<file path="src/rtl/led_scan_ctrl.sv">
// Seven-segment digit scan sequencer with frame-aligned page select and step-button debounce.
// Optional build macro LED_AUTO_PAGE_EN adds automatic page cycling driven by Auto_Mode.
module led_scan_ctrl #(
  parameter int CLK_DIV         = 50000,
  parameter int BLANK_CYCLES    = 16,
  parameter int DEBOUNCE_CYCLES = 1000000,
  parameter int AUTO_FRAMES     = 64
) (
  input  logic       CLK,
  input  logic       Reset,
  input  logic [1:0] Switch_Status,
  input  logic       Step_Button,
  input  logic       Auto_Mode,
  output logic [1:0] Digit_Sel,
  output logic [1:0] Page_Sel,
  output logic       Blank,
  output logic       Scan_Tick,
  output logic       Step_Pulse
);

  localparam int SCAN_MAX = (CLK_DIV > BLANK_CYCLES) ? CLK_DIV : BLANK_CYCLES;
  localparam int SCAN_W   = $clog2(SCAN_MAX);
  localparam int DEB_W    = $clog2(DEBOUNCE_CYCLES);

  localparam logic [SCAN_W-1:0] SHOW_PRE   = SCAN_W'(CLK_DIV - 2);
  localparam logic [SCAN_W-1:0] SHOW_LAST  = SCAN_W'(CLK_DIV - 1);
  localparam logic [SCAN_W-1:0] BLANK_LAST = SCAN_W'(BLANK_CYCLES - 1);
  localparam logic [DEB_W-1:0]  DEB_LAST   = DEB_W'(DEBOUNCE_CYCLES - 1);

  typedef enum logic {ST_SHOW, ST_BLANK} scan_state_t;

  scan_state_t       state;
  logic [SCAN_W-1:0] scan_cnt;
  logic              frame_end;

  logic [1:0]        sw_p0, sw_p1;
  logic              btn_p0, btn_p1;
  logic              deb_level;
  logic [DEB_W-1:0]  deb_cnt;

  // Last blanking cycle of digit 3: the edge on which Digit_Sel wraps to 0.
  assign frame_end = (state == ST_BLANK) && (scan_cnt == BLANK_LAST) && (Digit_Sel == 2'd3);

  // Scan FSM; Scan_Tick is decoded one count early so the registered pulse
  // lands in the last SHOW cycle.
  always_ff @(posedge CLK) begin
    if (!Reset) begin
      state     <= ST_SHOW;
      scan_cnt  <= '0;
      Digit_Sel <= 2'd0;
      Blank     <= 1'b0;
      Scan_Tick <= 1'b0;
    end else begin
      case (state)
        ST_SHOW: begin
          Scan_Tick <= (scan_cnt == SHOW_PRE);
          if (scan_cnt == SHOW_LAST) begin
            scan_cnt <= '0;
            state    <= ST_BLANK;
            Blank    <= 1'b1;
          end else begin
            scan_cnt <= scan_cnt + 1'b1;
          end
        end
        ST_BLANK: begin
          Scan_Tick <= 1'b0;
          if (scan_cnt == BLANK_LAST) begin
            scan_cnt  <= '0;
            state     <= ST_SHOW;
            Blank     <= 1'b0;
            Digit_Sel <= Digit_Sel + 2'd1;
          end else begin
            scan_cnt <= scan_cnt + 1'b1;
          end
        end
        default: state <= ST_SHOW;
      endcase
    end
  end

  // Debounce: a new level is accepted only after DEBOUNCE_CYCLES consecutive
  // disagreeing samples; any agreeing sample restarts the count.
  always_ff @(posedge CLK) begin
    if (!Reset) begin
      btn_p0     <= 1'b0;
      btn_p1     <= 1'b0;
      deb_level  <= 1'b0;
      deb_cnt    <= '0;
      Step_Pulse <= 1'b0;
    end else begin
      btn_p0     <= Step_Button;
      btn_p1     <= btn_p0;
      Step_Pulse <= 1'b0;
      if (btn_p1 == deb_level) begin
        deb_cnt <= '0;
      end else if (deb_cnt == DEB_LAST) begin
        deb_level  <= btn_p1;
        deb_cnt    <= '0;
        Step_Pulse <= btn_p1;
      end else begin
        deb_cnt <= deb_cnt + 1'b1;
      end
    end
  end

`ifdef LED_AUTO_PAGE_EN
  localparam int FRM_W = $clog2(AUTO_FRAMES + 1);
  localparam logic [FRM_W-1:0] FRM_LAST = FRM_W'(AUTO_FRAMES - 1);

  logic             auto_p0, auto_p1;
  logic [FRM_W-1:0] frame_cnt;

  always_ff @(posedge CLK) begin
    if (!Reset) begin
      sw_p0     <= 2'b00;
      sw_p1     <= 2'b00;
      auto_p0   <= 1'b0;
      auto_p1   <= 1'b0;
      frame_cnt <= '0;
      Page_Sel  <= 2'b00;
    end else begin
      sw_p0   <= Switch_Status;
      sw_p1   <= sw_p0;
      auto_p0 <= Auto_Mode;
      auto_p1 <= auto_p0;
      if (!auto_p1) begin
        frame_cnt <= '0;
      end
      if (frame_end) begin
        if (auto_p1) begin
          if (frame_cnt == FRM_LAST) begin
            frame_cnt <= '0;
            Page_Sel  <= Page_Sel + 2'd1;
          end else begin
            frame_cnt <= frame_cnt + 1'b1;
          end
        end else begin
          Page_Sel <= sw_p1;
        end
      end
    end
  end
`else
  logic unused_cfg;
  assign unused_cfg = Auto_Mode ^ (AUTO_FRAMES == 0);

  // Page only moves on the frame boundary so one frame never mixes pages.
  always_ff @(posedge CLK) begin
    if (!Reset) begin
      sw_p0    <= 2'b00;
      sw_p1    <= 2'b00;
      Page_Sel <= 2'b00;
    end else begin
      sw_p0 <= Switch_Status;
      sw_p1 <= sw_p0;
      if (frame_end) begin
        Page_Sel <= sw_p1;
      end
    end
  end
`endif

endmodule

</file>
<file path="config.mk">
export PLATFORM = sky130hd
export DESIGN_NAME = led_scan_ctrl
export DESIGN_NICKNAME = d
export VERILOG_FILES = /design/src/rtl/led_scan_ctrl.sv
export SDC_FILE = /design/constraint.sdc
export NUM_CORES = 1
export LEC_CHECK = 0
export BUFFER_PORTS_ARGS = -buffer_cell sky130_fd_sc_hd__buf_2
export CORE_MARGIN = 2
export CORE_UTILIZATION = 55
export DETAILED_ROUTE_END_ITERATION = 12
export HOLD_SLACK_MARGIN = 0.12
export PLACE_DENSITY = 0.73
export SYNTH_ARGS = -nofsm -noshare
export SYNTH_HDL_FRONTEND = slang
export SYNTH_SLANG_ARGS = --single-unit
</file>
<file path="constraint.sdc">
create_clock -name CLK -period 3.45 [get_ports CLK]
set_input_delay 0.69 -clock CLK [delete_from_list [all_inputs] [get_ports CLK]]
set_output_delay 0.69 -clock CLK [all_outputs]
set_load 0.01 [all_outputs]
</file>
Yosys cells after proc, flatten, opt, wreduce, memory -nomap -nowiden

Index checks and enable logic that the tools add are counted.

Logic and storage cells: 45
Register bits: 51
Input bits: 6
Output and inout bits: 7

Equality and inequality tests: 8
Mux-type cells: 10
Add/subtract/negate cells: 3
Bitwise gates (word level): 4
Reduce and logical (&&, ||, !) cells: 7

Operators with widths:

| cell                  | number |
|---|---|
| $eq 16x16->1 const B  | 2 |
| $mux 16               | 2 |
| $pmux 16 s2           | 1 |
| $add 20x1->20 const B | 1 |
| $eq 20x20->1 const B  | 1 |
| $add 16x1->16 const B | 1 |
| $eq 16x4->1 const B   | 1 |
| $pmux 1 s2            | 3 |
| $reduce_and 2->1      | 3 |
| $reduce_or 3->1       | 2 |
| $mux 1                | 4 |
| $not 1->1             | 4 |
| $add 2x1->2 const B   | 1 |
| $eq 2x2->1 const B    | 1 |
| $logic_and 1x1->1     | 2 |
| $ne 2x1->1 const B    | 1 |
| $ne 2x2->1 const B    | 1 |
| $eq 1x1->1            | 1 |

Logic depth before layout (Yosys ltp)

Gate-level depths: netlist of run 1.

Depth after elaboration: 3
Depth in mapped cells: 6
Gate-level depth less buffers: 5

Worst setup path after synthesis of run 1

No wires, ideal clock.

Path type: register -> register
Start point: register scan_cnt[0]
End point: register scan_cnt[0]
Arrival time: 1957 ps
Data required time: 3327 ps
Setup slack: 1370 ps
Stages on the path, launching flop included: 7
Buffers on the path: 1
Period minus slack after synthesis: 2080 ps
Setup time: 123 ps
Path through: dfxtp_1 ha_1 nand3_1 or4b_2 o21ai_4 buf_4 nor3_1

Longest elaborated chain between the ends: 3
Elaborated cells between the ends (all ways): 6
Classes of those cells: 1 x add/sub; 2 x eq/ne; 3 x mux

Ends and longest elaborated chain:

| element                                     | RTL line | RTL |
|---|---|---|
| start: declaration                          | 33       | `logic [SCAN_W-1:0] scan_cnt;` |
| start signal: assignment                    | 62       | `scan_cnt <= scan_cnt + 1'b1;` |
| start signal: assignment                    | 73       | `scan_cnt <= scan_cnt + 1'b1;` |
| $add 16x1->16, or another cell as far along | 62, 73   |  |
| $mux 16 (on tied branches)                  | 67, 57   |  |
| $pmux 16 s2 *                               | 54       | `case (state)` |

Every way passes the cells marked *; elsewhere a longest branch is shown, timed or not.
A chain may end at the register's enable or synchronous reset.

Final worst setup path of run 1

Start point: register scan_cnt[0]
End point: register scan_cnt[7]

Same word-level chain as after synthesis.

==> flow_summary.yaml, run 1 <==
power_and_ir_drop:
  ir_drop_v: 0.0001738
  power.total_mw: 0.9944
  p_per_area_nw_per_um2: 405.1
  p_leak_nw: 0.7745
logic_synthesis:
  ys_async_sr_fraction: 0
  synth_edf_count: 0
  yosysSeqAreaShare: 0.4457
  yosys_warnings: 0
  synth.avg_cell_area_sq_um: 8.845
  synth_area_leader_cell: "dfxtp_1"
  synth.distinct_cells: 37
  netlist_area_sq_um: 2291
  ys.flop_type: "dfxtp_1"
  synth-seq-cells: 51
  yosysTopAreaCellShare: 0.4457
  synth.area.top_cells: "dfxtp_1 45%, xnor2_1 6.9%, nand2_1 3.9%, nor3_1 3.7%, nor2_1 3.3%"
  synthCells: 259
  synthesis.nets: 269
clock_tree:
  postCtsHoldBufs: 0
  clock_sinks: 51
  cts_tree: "yes"
  clkTransAtPathRegs_ps: 90
  worstSkewPairLatency_ps: 300
  post_cts_resized: 0
  post_cts_buffers: 0
  root_buffer: "clkbuf_8"
  cts_buffer_depth: 2
  cts_buffers: 5
  htree_levels: 2
sta:
  setup_viol: 0
  finalCritPeriodShare: 0.7014
  rsz0062_at_grt: "false"
  tns_ps: 0
  worst_slew_pin_slew_ps: 652.0
  drv_slew: 0
  slew_headroom: 0.5613
  fin_crit_ps: 2420
  fmax_mhz: 413.3
  hold_violations: 0
  skew_ps: 9.714
drt:
  drt_pass1_iterations: 4
  drt_iter0_drc: 53
  vias_per_cell: 5.632
  wl_per_cell_um: 12.74
  ant_nets: 0
  drc_errors: 0
  wl_um: 4051
  vias: 1791
place:
  portBuffers: 11
  placedCellCount: 310
  dp_hpwl_um: 2738
  gp_congestion: 0.8447
setup_path:
  cp-start-kind: "register"
  cp_max_fo: 16
  crit_required_ps: 3620
  endpoint_kind: "register"
  cp.arrival_ps: 2590
  worstSetupPathType: "register to register"
  reg2reg_slack_ps: 1030
die:
  core_sq_um: 4000
  num_rows: 23
  die_w_um: 68.54
  dieArea_sq_um: 4698
  io_pins: 13
  die_y_um: 68.54
  start_util: 0.5727
grt:
  grt_pass1_wl_um: 6506
  antenna_found_initial: 0
  grt-ovfl-total: 0
  grt_start_max_net_pins: 21
  grtUsageTotal: 0.1853
  first_global_vias: 1464
flow_run:
  cap_violations: 0
final_layout:
  drive_above_1_share: 0.1157
  diodes: 0
  layout.cells.non_filler: 318
  area_growth_pct: 7.154
  fillers: 371
  nets: 277
min_path:
  min_path_type: "register to register"
outcome:
  status: "complete, no violations"
## cell families (layout without fill, tap and decap cells)
logic type	Yosys count	in the layout	synth area share
fa+ha+maj	4	4	0.02185
xor+xnor	23	23	0.08793
mux	2	2	0.008739
compound gates	34	34	0.09722
flops	51	51	0.4457
simple gates	124	124	0.2971
buf+inv	21	30	0.04151
## stage by stage
stage          hold WS [ps]  utilization  worst slack [ps]  cell area (sq um)
3_5_place_dp          421.3       0.5887              1040               2355
2_1_floorplan         411.9            -              1370               2291
5_1_grt               457.1       0.6137             872.1               2455
6_report              437.1       0.6137              1030               2455
4_1_cts               441.8       0.6137              1027               2455
3_3_place_gp          413.1       0.5887              1076               2355
## final cells by class
| cell class | instances | area (sq um) | area share |
|---|---|---|---|
| clock buffer | 8 | 100.1 | 0.04077 |
| inverter | 11 | 41.29 | 0.01682 |
| multi-input combinational | 187 | 1175 | 0.4786 |
| sequential | 51 | 1021 | 0.4159 |
| tap | 50 | 62.56 | 0.02548 |
| timing repair buffer | 11 | 55.05 | 0.02243 |
## worst max-delay path: stages (launching register included)
cell and delay [ps]:
dfxtp_1 430, ha_1 310, nand3_1 230, or4b_2 780
o21ai_4 420, nor3_1 110
## per-layer routing
layer,GRT usage,part of all wire,up-vias
met5,0,0,-
met4,0.06750,0.013,0
met3,0.05844,0.032,5
met2,0.2716,0.43,23
met1,0.2546,0.52,828
li1,-,-,935
## final timing paths
check	startpoint	to	cells past startpoint
max	scan_cnt[0]	scan_cnt[7]	5
min	btn_p0	btn_p1	1
max reg2reg	scan_cnt[0]	scan_cnt[7]	5
min reg2reg	btn_p0	btn_p1	1
## cell usage in the layout (no fill, tap or decap), types with 2 or more instances in the layout
master,count
and2_1,6
nand3_1,13
a21oi_1,11
nor2_1,20
a31o_2,2
mux2i_1,2
or4_1,8
inv_1,11
buf_2,11
clkbuf_8,7
nor4_1,11
nor3_1,17
a211oi_1,3
nand4_1,6
dfxtp_1,51
or2_2,2
or4_4,3
nand2_1,24
o21a_1,3
xnor2_1,18
o21ai_0,7
ha_1,4
o31ai_1,5
xor2_1,5
or3_1,7
## synth_stat cells (3+ instances only)
cell	instances
buf_2	4
nand4_1	6
o21ai_0	7
ha_1	4
and2_1	6
xnor2_1	18
clkbuf_1	4
o21a_1	3
or3_1	7
o31ai_1	5
inv_1	11
nor4_1	11
dfxtp_1	51
nor3_1	17
a21oi_1	11
nor2_1	20
a211oi_1	3
nand3_1	13
or4_1	8
xor2_1	5
or4_4	3
nand2_1	24
## flip-flops by register name (all words and copies together) (netlist names), 2 cells and up
name,cells
sw_p0,2
deb_cnt,20
Digit_Sel,2
Page_Sel,2
scan_cnt,16
sw_p1,2
## power breakdown
part	internal (mW)	switching, mW
Clock	0.183	0.189
Combinational	0.00845	0.0135
Sequential	0.595	0.00562
No activity file was read; power rests on OpenSTA's default activity.
==> inputs of run 2 (changes only) <==
Settings changed: ABC_AREA from default to 1, CORE_UTILIZATION 55 to 54, PLACE_DENSITY 0.73 to 0.75.
Clock period 3.45 ns to 2.2 ns, I/O delays scaled along.
==> run 2 against run 1 <==
  * Clock skew is essentially flat
  * Cell area grew 2.7%
  * Maximum frequency grew 42%
  * Core utilization is 0.30 points higher
  * Critical path depth is 3 higher
  * Critical endpoint is now deb_cnt[12]
  * Synthesized cell count increased by 27%
  * Die area up 3.9%
  * Sequential power is 57% higher
  * Via count increased by 10%
  * Sequential share of layout area is 1.1 points lower
  * First-iteration DRC count rose to 2.7 times the previous value
  * Global-route usage up 1.3 points
==> flow_summary.yaml, run 2 <==
sta:
  skew_ps: 9.398
  rsz0062_at_grt: "false"
  hold_violations: 0
  setup_viol: 0
  fin_crit_ps: 1698
  fmax_mhz: 588.8
  worst_slew_pin_slew_ps: 447.3
  slew_headroom: 0.7015
  finalCritPeriodShare: 0.7720
  drv_slew: 0
  holdWs_ps: 312.0
  worst_slack_ps: 501.6
  tns_ps: 0
grt:
  first_global_vias: 1884
  grt_pass1_wl_um: 7803
  grt-ovfl-total: 0
  grt_start_max_net_pins: 21
  antenna_found_initial: 0
  grtUsageTotal: 0.1986
final_layout:
  multiInputGateArea_sq_um: 1159
  largest_reg_flops: 20
  area_growth_pct: 7.586
  fillers: 411
  final_common_cell: "nand2_1"
  diodes: 0
  top_regs: "deb_cnt x20, scan_cnt x16"
  nets: 352
  most-common-layout-cells: "81 x nand2_1, 77 x nor2_1, 51 x dfxtp_1, 34 x inv_1, 14 x xor2_1"
  largest-register: "deb_cnt"
  drive_above_1_share: 0.1020
  regArea_sq_um: 1021
clock_tree:
  cts_buffers: 5
  worstSkewPairLatency_ps: 300
  clkTransAtPathRegs_ps: 100
  clock_sinks: 51
  postCtsHoldBufs: 0
  post_cts_buffers: 0
  htree_levels: 2
  post_cts_resized: 0
  cts_tree: "yes"
  cts_buffer_depth: 2
  root_buffer: "clkbuf_8"
power_and_ir_drop:
  p_per_area_nw_per_um2: 601.4
  ir_drop_v: 0.0004371
  p_leak_nw: 0.9956
drt:
  wl_um: 4335
  drt_iter0_drc: 141
  drt_pass1_iterations: 4
  drc_errors: 0
  vias: 1971
  vias_per_cell: 5.015
  ant_nets: 0
  wl_per_cell_um: 11.03
logic_synthesis:
  ys.flop_type: "dfxtp_1"
  yosysSeqAreaShare: 0.4359
  synthesis.nets: 338
  ys_async_sr_fraction: 0
  synth_common_cells: "81 x nand2_1, 77 x nor2_1, 51 x dfxtp_1"
  synth_area_leader_cell: "dfxtp_1"
  synth-simple-area-share: 0.3750
  synth.area.top_cells: "dfxtp_1 44%, nand2_1 13%, nor2_1 12%, inv_1 5.4%, xor2_1 5.2%"
  synth_top_family_by_area: "simple AND/OR/NAND/NOR gates"
  synth_edf_count: 0
  yosys_warnings: 0
  synth-seq-cells: 51
  synth_compound_area_frac: 0.02350
  synthMuxAreaShare: 0
  synth.avg_cell_area_sq_um: 7.141
  synthCells: 328
  synth.most_common_cell: "nand2_1"
  synth_adder_area_share: 0.02137
  synth.distinct_cells: 24
  yosysTopAreaCellShare: 0.4359
  netlist_area_sq_um: 2342
  synth-xor-area-share: 0.07479
place:
  portBuffers: 11
  dp_slack_ps: 490.0
  dp_hpwl_um: 3216
  gp_congestion: 0.8915
die:
  start_util: 0.5732
  die_y_um: 69.86
  die_w_um: 69.86
  core_sq_um: 4086
  dieArea_sq_um: 4880
  io_pins: 13
  num_rows: 23
setup_path:
  endpoint_kind: "register"
  cp-start-kind: "register"
  cp_max_fo: 20
  worstSetupPathType: "register to register"
  crit_required_ps: 2380
  cp.arrival_ps: 1880
flow_run:
  cap_violations: 0
outcome:
  status: "complete, no violations"
min_path:
  min_path_type: "primary input to register"
[run 2: cell types whose count changed after synthesis, moves of 8 or more]
cell / delta
nand2_1: +57
nor4_1: -11
or4_1: -8
xor2_1: +9
nor3_1: -9
xnor2_1: -12
inv_1: +23
nor2_1: +57
[run 2: worst max-delay path, stage by stage, from the launching register on]
cell     delay, ps
dfxtp_1        410
ha_1           200
nand2_2         80
nor2_4         120
nand3_2        120
nor2_2         120
nand2_1         90
nand2_2        330
nor2_1          90
[run 2: layout make-up]
class	count	area share
flip-flops and latches	51	0.4052
clock buffers	5	0.02731
clock inverters	3	0.008937
well taps	50	0.02483
repair buffers	11	0.02185
inverters	35	0.05213
multi-input cells	238	0.4598
[run 2: metrics by stage]
stage / area [sq um] / std cells / utilization / power, mW
3_5_place_dp: 2429 / 385 / 0.5943 / 0.9927
2_1_floorplan: 2342 / 328 / - / 0.9838
6_report: 2520 / 393 / 0.6167 / 1.515
4_1_cts: 2520 / 393 / 0.6167 / 1.537
5_1_grt: 2520 / 393 / 0.6167 / 1.581
3_3_place_gp: 2429 / 385 / 0.5943 / 0.9909
[run 2: worst paths after layout]
check / startpoint / endpoint / slack [ps] / depth (start not counted)
hold / removal: Switch_Status[0] / sw_p0[0] / 310 / 3
setup reg to reg: deb_cnt[0] / deb_cnt[12] / 500 / 8
setup / recovery: deb_cnt[0] / deb_cnt[12] / 500 / 8
hold reg to reg: sw_p0[1] / sw_p1[1] / 420 / 2
[run 2: cells by family (layout without fill, tap and decap cells)]
kind of cell	count (synthesis)	after routing
and+or+nand+nor	203	203
DFF	51	51
buffers and inverters	39	54
xor gates and xnor gates	20	20
AOI/OAI and AO/OA	11	11
adders and majority gates	4	4
[run 2: power breakdown]
part	switching (mW)	total [mW]	internal, mW	leakage, nW
Clock	0.317	0.545	0.228	0.0485
Sequential	0.00744	0.940	0.933	0.413
Combinational	0.0207	0.0305	0.00987	0.534
[run 2: per-layer routing]
metal | track usage | vias to the layer above | part of all wire
li1 | - | 1036 | -
met1 | 0.2439 | 900 | 0.47
met2 | 0.3365 | 30 | 0.48
met3 | 0.06061 | 5 | 0.036
met4 | 0.05556 | 0 | 0.012
met5 | 0 | - | 0
